==> config.mk <==
export PLATFORM = sky130hd
export DESIGN_NAME = bit_diff_counter
export DESIGN_NICKNAME = d
export VERILOG_FILES = /design/src/rtl/bit_diff_counter_pkg.sv /design/src/rtl/bit_diff_counter_xor_cell.sv /design/src/rtl/bit_diff_counter.sv
export SDC_FILE = /design/constraint.sdc
export NUM_CORES = 1
export LEC_CHECK = 0
export ABC_AREA = 1
export CAP_MARGIN = 5
export CORE_UTILIZATION = 45
export CTS_BUF_LIST = sky130_fd_sc_hd__clkbuf_16
export CTS_CLUSTER_SIZE = 8
export DETAILED_ROUTE_END_ITERATION = 10
export GPL_ROUTABILITY_DRIVEN = 1
export PLACE_DENSITY_LB_ADDON = 0.08
export SYNTH_ARGS = -nofsm -noshare
export SYNTH_HDL_FRONTEND = slang
export SYNTH_SLANG_ARGS = --single-unit
==> constraint.sdc <==
create_clock -name clk -period 4.9 [get_ports clk]
set_input_delay 0.98 -clock clk [delete_from_list [all_inputs] [get_ports clk]]
set_output_delay 0.98 -clock clk [all_outputs]
set_load 0.005 [all_outputs]
==> src/rtl/bit_diff_counter_pkg.sv <==
// Shared state encodings and default sizing for the serial bit-difference counter.
package bit_diff_counter_pkg;

  typedef enum logic [1:0] {
    ST_IDLE = 2'b00,
    ST_RUN  = 2'b01,
    ST_DONE = 2'b10
  } state_t;

  localparam int FRAME_LEN_DEF = 8;
  localparam int CNT_W_DEF     = 4;

endpackage

==> src/rtl/bit_diff_counter_xor_cell.sv <==
// xor_cell: one-bit difference a^b from four NAND gates; purely combinational.
module xor_cell (
  input  logic a,
  input  logic b,
  output logic s
);

  logic n_ab;
  logic n_a;
  logic n_b;

  assign n_ab = ~(a & b);
  assign n_a  = ~(a & n_ab);
  assign n_b  = ~(b & n_ab);
  assign s    = ~(n_a & n_b);

endmodule

==> src/rtl/bit_diff_counter.sv <==
// Counts x/y bit differences over a FRAME_LEN-pair frame; done appears the cycle after the last valid bit.
// valid=0 stalls the frame indefinitely; start is only honoured while idle.
module bit_diff_counter
  import bit_diff_counter_pkg::*;
#(
  parameter int FRAME_LEN = FRAME_LEN_DEF,
  parameter int CNT_W     = CNT_W_DEF
) (
  input  logic             clk,
  input  logic             reset,
  input  logic             start,
  input  logic             valid,
  input  logic             x,
  input  logic             y,
  output logic             busy,
  output logic             done,
  output logic [CNT_W-1:0] diff_count,
  output logic             parity,
  output logic             equal
);

  localparam int IDX_W = 8;

  state_t           state;
  state_t           state_nxt;
  logic [CNT_W-1:0] acc;
  logic [CNT_W-1:0] acc_sum;
  logic [IDX_W-1:0] idx;
  logic             bit_diff;
  logic             accept;
  logic             last;
  logic             launch;

  xor_cell u_xor_cell (
    .a (x),
    .b (y),
    .s (bit_diff)
  );

  assign launch  = (state == ST_IDLE) && start;
  assign accept  = (state == ST_RUN) && valid;
  assign last    = accept && (idx == IDX_W'(FRAME_LEN - 1));
  // Sum of the bits seen so far including this one; never exceeds FRAME_LEN.
  assign acc_sum = acc + CNT_W'(bit_diff);

  always_ff @(posedge clk) begin
    if (reset) begin
      state <= ST_IDLE;
    end else begin
      state <= state_nxt;
    end
  end

  always_comb begin
    state_nxt = state;
    case (state)
      ST_IDLE: if (start) state_nxt = ST_RUN;
      ST_RUN:  if (last)  state_nxt = ST_DONE;
      ST_DONE: state_nxt = ST_IDLE;
      default: state_nxt = ST_IDLE;
    endcase
  end

  always_ff @(posedge clk) begin
    if (reset) begin
      acc        <= '0;
      idx        <= '0;
      diff_count <= '0;
      parity     <= 1'b0;
      equal      <= 1'b0;
    end else begin
      if (launch) begin
        acc <= '0;
        idx <= '0;
      end else if (accept) begin
        acc <= acc_sum;
        idx <= idx + IDX_W'(1);
      end
      // Results only move when a frame completes, so they stay stable through RUN.
      if (last) begin
        diff_count <= acc_sum;
        parity     <= acc_sum[0];
        equal      <= (acc_sum == '0);
      end
    end
  end

  assign busy = (state != ST_IDLE);
  assign done = (state == ST_DONE);

endmodule

==> flow_summary.toml, run 1 <==
[floorplanning]
chipWidth_um = 47.4
number_of_rows_in_the_core_area = 16
core-area_um2 = 1940
design.portCount = 14
chipHeight_um = 47.4
effective_utilization_at_floorplan_pct = 47.7
floorplan.die_area_um2 = 2250

[layout]
leading_cell_types_in_the_layout_fill_and_taps_excluded = "27 x nand2_1, 23 x nor2_1, 19 x dfxtp_1, 13 x clkdlybuf4s50_1, 12 x inv_1"
register_area_um2 = 380
layout-drive-gt1-share_pct = 10.1
finish.net_count = 149
synthToLayoutAreaGrowth_pct = 25.5
finalInstanceArea_um2 = 1160
multi_input_comb_area_um2 = 490
layout.cells.most_common = "nand2_1"
num-fill-cells = 181
antenna-diode-count = 0

[route]
wire_per_inst_um = 9.83
routed_via_count = 776
number_of_detailed_route_iterations_in_the_first_pass = 4
drt-initial-drc-count = 10
post_drt_via_cell_ratio = 4.67
drt_drc_violations_left = 0
antenna_violating_nets_post_route = 0
routed_wl_mm = 1.63

[critical_path]
timing_worst_setup_path_type = "in -> reg"
max_fanout_on_critical_path = 3
worst_setup_path_end_kind = "register"
worst-endpoint-arrival_ps = 2680
reg2reg_slack_ps = 3380
worst_setup_path_start_kind = "input pin"
worstPathRequired_ps = 5080

[logic_synthesis]
synth_simple_gate_area_share_pct = 38.3
synth-seq-cells = 19
synth_cell_types = 21
synth_flop_cell = "dfxtp_1"
number_of_synthesized_flops_with_an_enable_pin = 0
yosys.area_share.xor_xnor_pct = 1.89
synthesis.nets = 132
complex_gate_fraction_of_the_synthesized_area_pct = 8.64
post_syn_area_um2 = 927
average_instance_area_after_synthesis_um2 = 7.54
ys.warnings.count = 0
dominant_combinational_cell_family_by_area_after_synthesis = "simple AND/OR/NAND/NOR gates"
synth.area.mux_share_pct = 0
post_synth_inst_count = 123
synth.yosys.seq_area_share_pct = 41.0
synth_fa_ha_area_share_pct = 4.05
asyncSetResetFlopFracSynth_pct = 0

[sta]
holdWs_ps = 470
finalCriticalPeriod_ps = 2500
totalNegativeSetupSlack_ps = 0
final-hold-violation-count = 0
setup_repair_after_global_routing_missed_its_margin = "no"
fin_skew_ps = 1.66
timing.slew.headroom_pct = 76.4
fin_crit_sh_pct = 51.1
max_slew.worst_pin.slew_ps = 352
maxSlewViolCount = 0
max_freq_ghz = 0.399
final-setup-viol-count = 0

[outcome]
outcome = "finished, final reports clean"

[clock_tree]
ctsHoldBuffers = 0
cts.clk_slew.worst_paths_ps = 60
clock_tree.htree_level_count = 1
clock_sink_count = 19
clock-root-buffer = "clkbuf_16"
cts_repair_resize_count = 0
cts_made_buffers = 3
clk_latency_ps = 250
clock_tree_from_tritoncts = "done"
postCtsSetupRepairBufs = 0
cts-root-to-sink-buffers = 2

[global_routing]
via_count_of_the_first_global_routing_pass = 634
grt_remaining_overflow = 0
grt_use_total_pct = 16.7
grt_pass1_wl_mm = 2.69
number_of_antenna_violations_at_the_first_check_in_global_routing = 0
grt_start_max_net_pins = 12

[placed_design]
detailed_place.area_um2 = 1080
last_weighted_congestion_value_of_the_routability_driven_placer = 0.727
portBuffers = 13
detailedPlacementHpwl_mm = 1.23

[power_and_ir_drop]
power_leakage_nw = 0.485
peakVddDrop_mv = 0.220
power_uw = 356
cellPowerDensity_nw_per_um2 = 306

[min_path]
worstHoldPathType = "reg -> reg"

[flow_run]
cap_viol_max_count = 0
state kept, by name, indices dropped and copies added, names as in the netlist:
name,flops
state,2
acc,4
idx,8
equal,1
diff_count,4
cell type report:
cell class	instances	share of cell area [%]
clock inverter	1	0.430
multi-input combinational	90	42.2
inverter	13	4.19
sequential	19	32.7
tap	27	2.90
timing repair buffer	13	11.2
clock buffer	3	6.45
path summary, 6_finish.rpt:
path                                           from                   to  cells after the start
worst max-delay path                              y   equal$_SDFFE_PP0P_                      8
worst min-delay path            acc[0]$_SDFFE_PP0P_  acc[0]$_SDFFE_PP0P_                      2
worst max register to register  acc[0]$_SDFFE_PP0P_   equal$_SDFFE_PP0P_                      6
worst min register to register  acc[0]$_SDFFE_PP0P_  acc[0]$_SDFFE_PP0P_                      2
stage by stage:
step / instances / worst slack (ps) / utilization (%)
after floorplan: 123 / 2660 / -
after global placement: 162 / 2190 / 55.8
after detailed placement: 162 / 2140 / 55.8
after CTS: 166 / 2400 / 59.9
after global routing: 166 / 2270 / 59.9
final: 166 / 2400 / 59.9
power by group:
part | switching [mW] | leakage (nW) | internal [mW]
logic | 0.0153 | 0.290 | 0.0136
registers | 0.00310 | 0.153 | 0.157
clock network | 0.0574 | 0.0409 | 0.109
total | 0.0758 | 0.485 | 0.280
per-layer routing:
layer,vias to the layer above,GRT usage (%),routed length (um)
li1,424,-,-
met4,0,3.43,16
met1,333,24.1,865
met3,4,3.46,51
met2,15,25.5,697
met5,-,0,0
cells by family after synthesis:
| group | after synthesis |
|---|---|
| buf+inv | 14 |
| fa+ha+maj | 3 |
| flops | 19 |
| xor+xnor | 2 |
| simple gates | 69 |
| compound gates | 16 |
synthesized netlist by cell type, types with 2 or more instances:
| library cell | number | share of area, % |
|---|---|---|
| nand3_1 | 8 | 4.3 |
| nor2_1 | 23 | 9.3 |
| a21oi_1 | 10 | 5.4 |
| xor2_1 | 2 | 1.9 |
| dfxtp_1 | 19 | 41 |
| ha_1 | 3 | 4.0 |
| o21ai_0 | 4 | 2.2 |
| o21ai_1 | 2 | 1.1 |
| nor2_4 | 3 | 3.6 |
| inv_1 | 12 | 4.9 |
| nand2_1 | 27 | 11 |
critical path, stage by stage:
cell and delay [ps]:
clkdlybuf4s50_1 410, xor2_1 160, ha_1 210, ha_1 330
or2_2 300, nor2_1 100, nand3_1 80, a21oi_1 110
Note: power is estimated with default switching activity, not from simulation.
==> run 2: changes to the inputs <==
Clock period 4.9 ns to 2.4 ns, I/O delays scaled along.
==> results of run 2 <==
Same layout as run 1 (identical final DEF). Status: finished, final reports clean.
Main changes from that run: setup slack after placement 2140 ps -> 140 ps; setup slack after layout 2400 ps -> 396 ps; register-to-register setup slack 3380 ps -> 880 ps; total power 0.356 mW -> 0.726 mW; worst IR drop on VDD 0.220 mV -> 0.449 mV
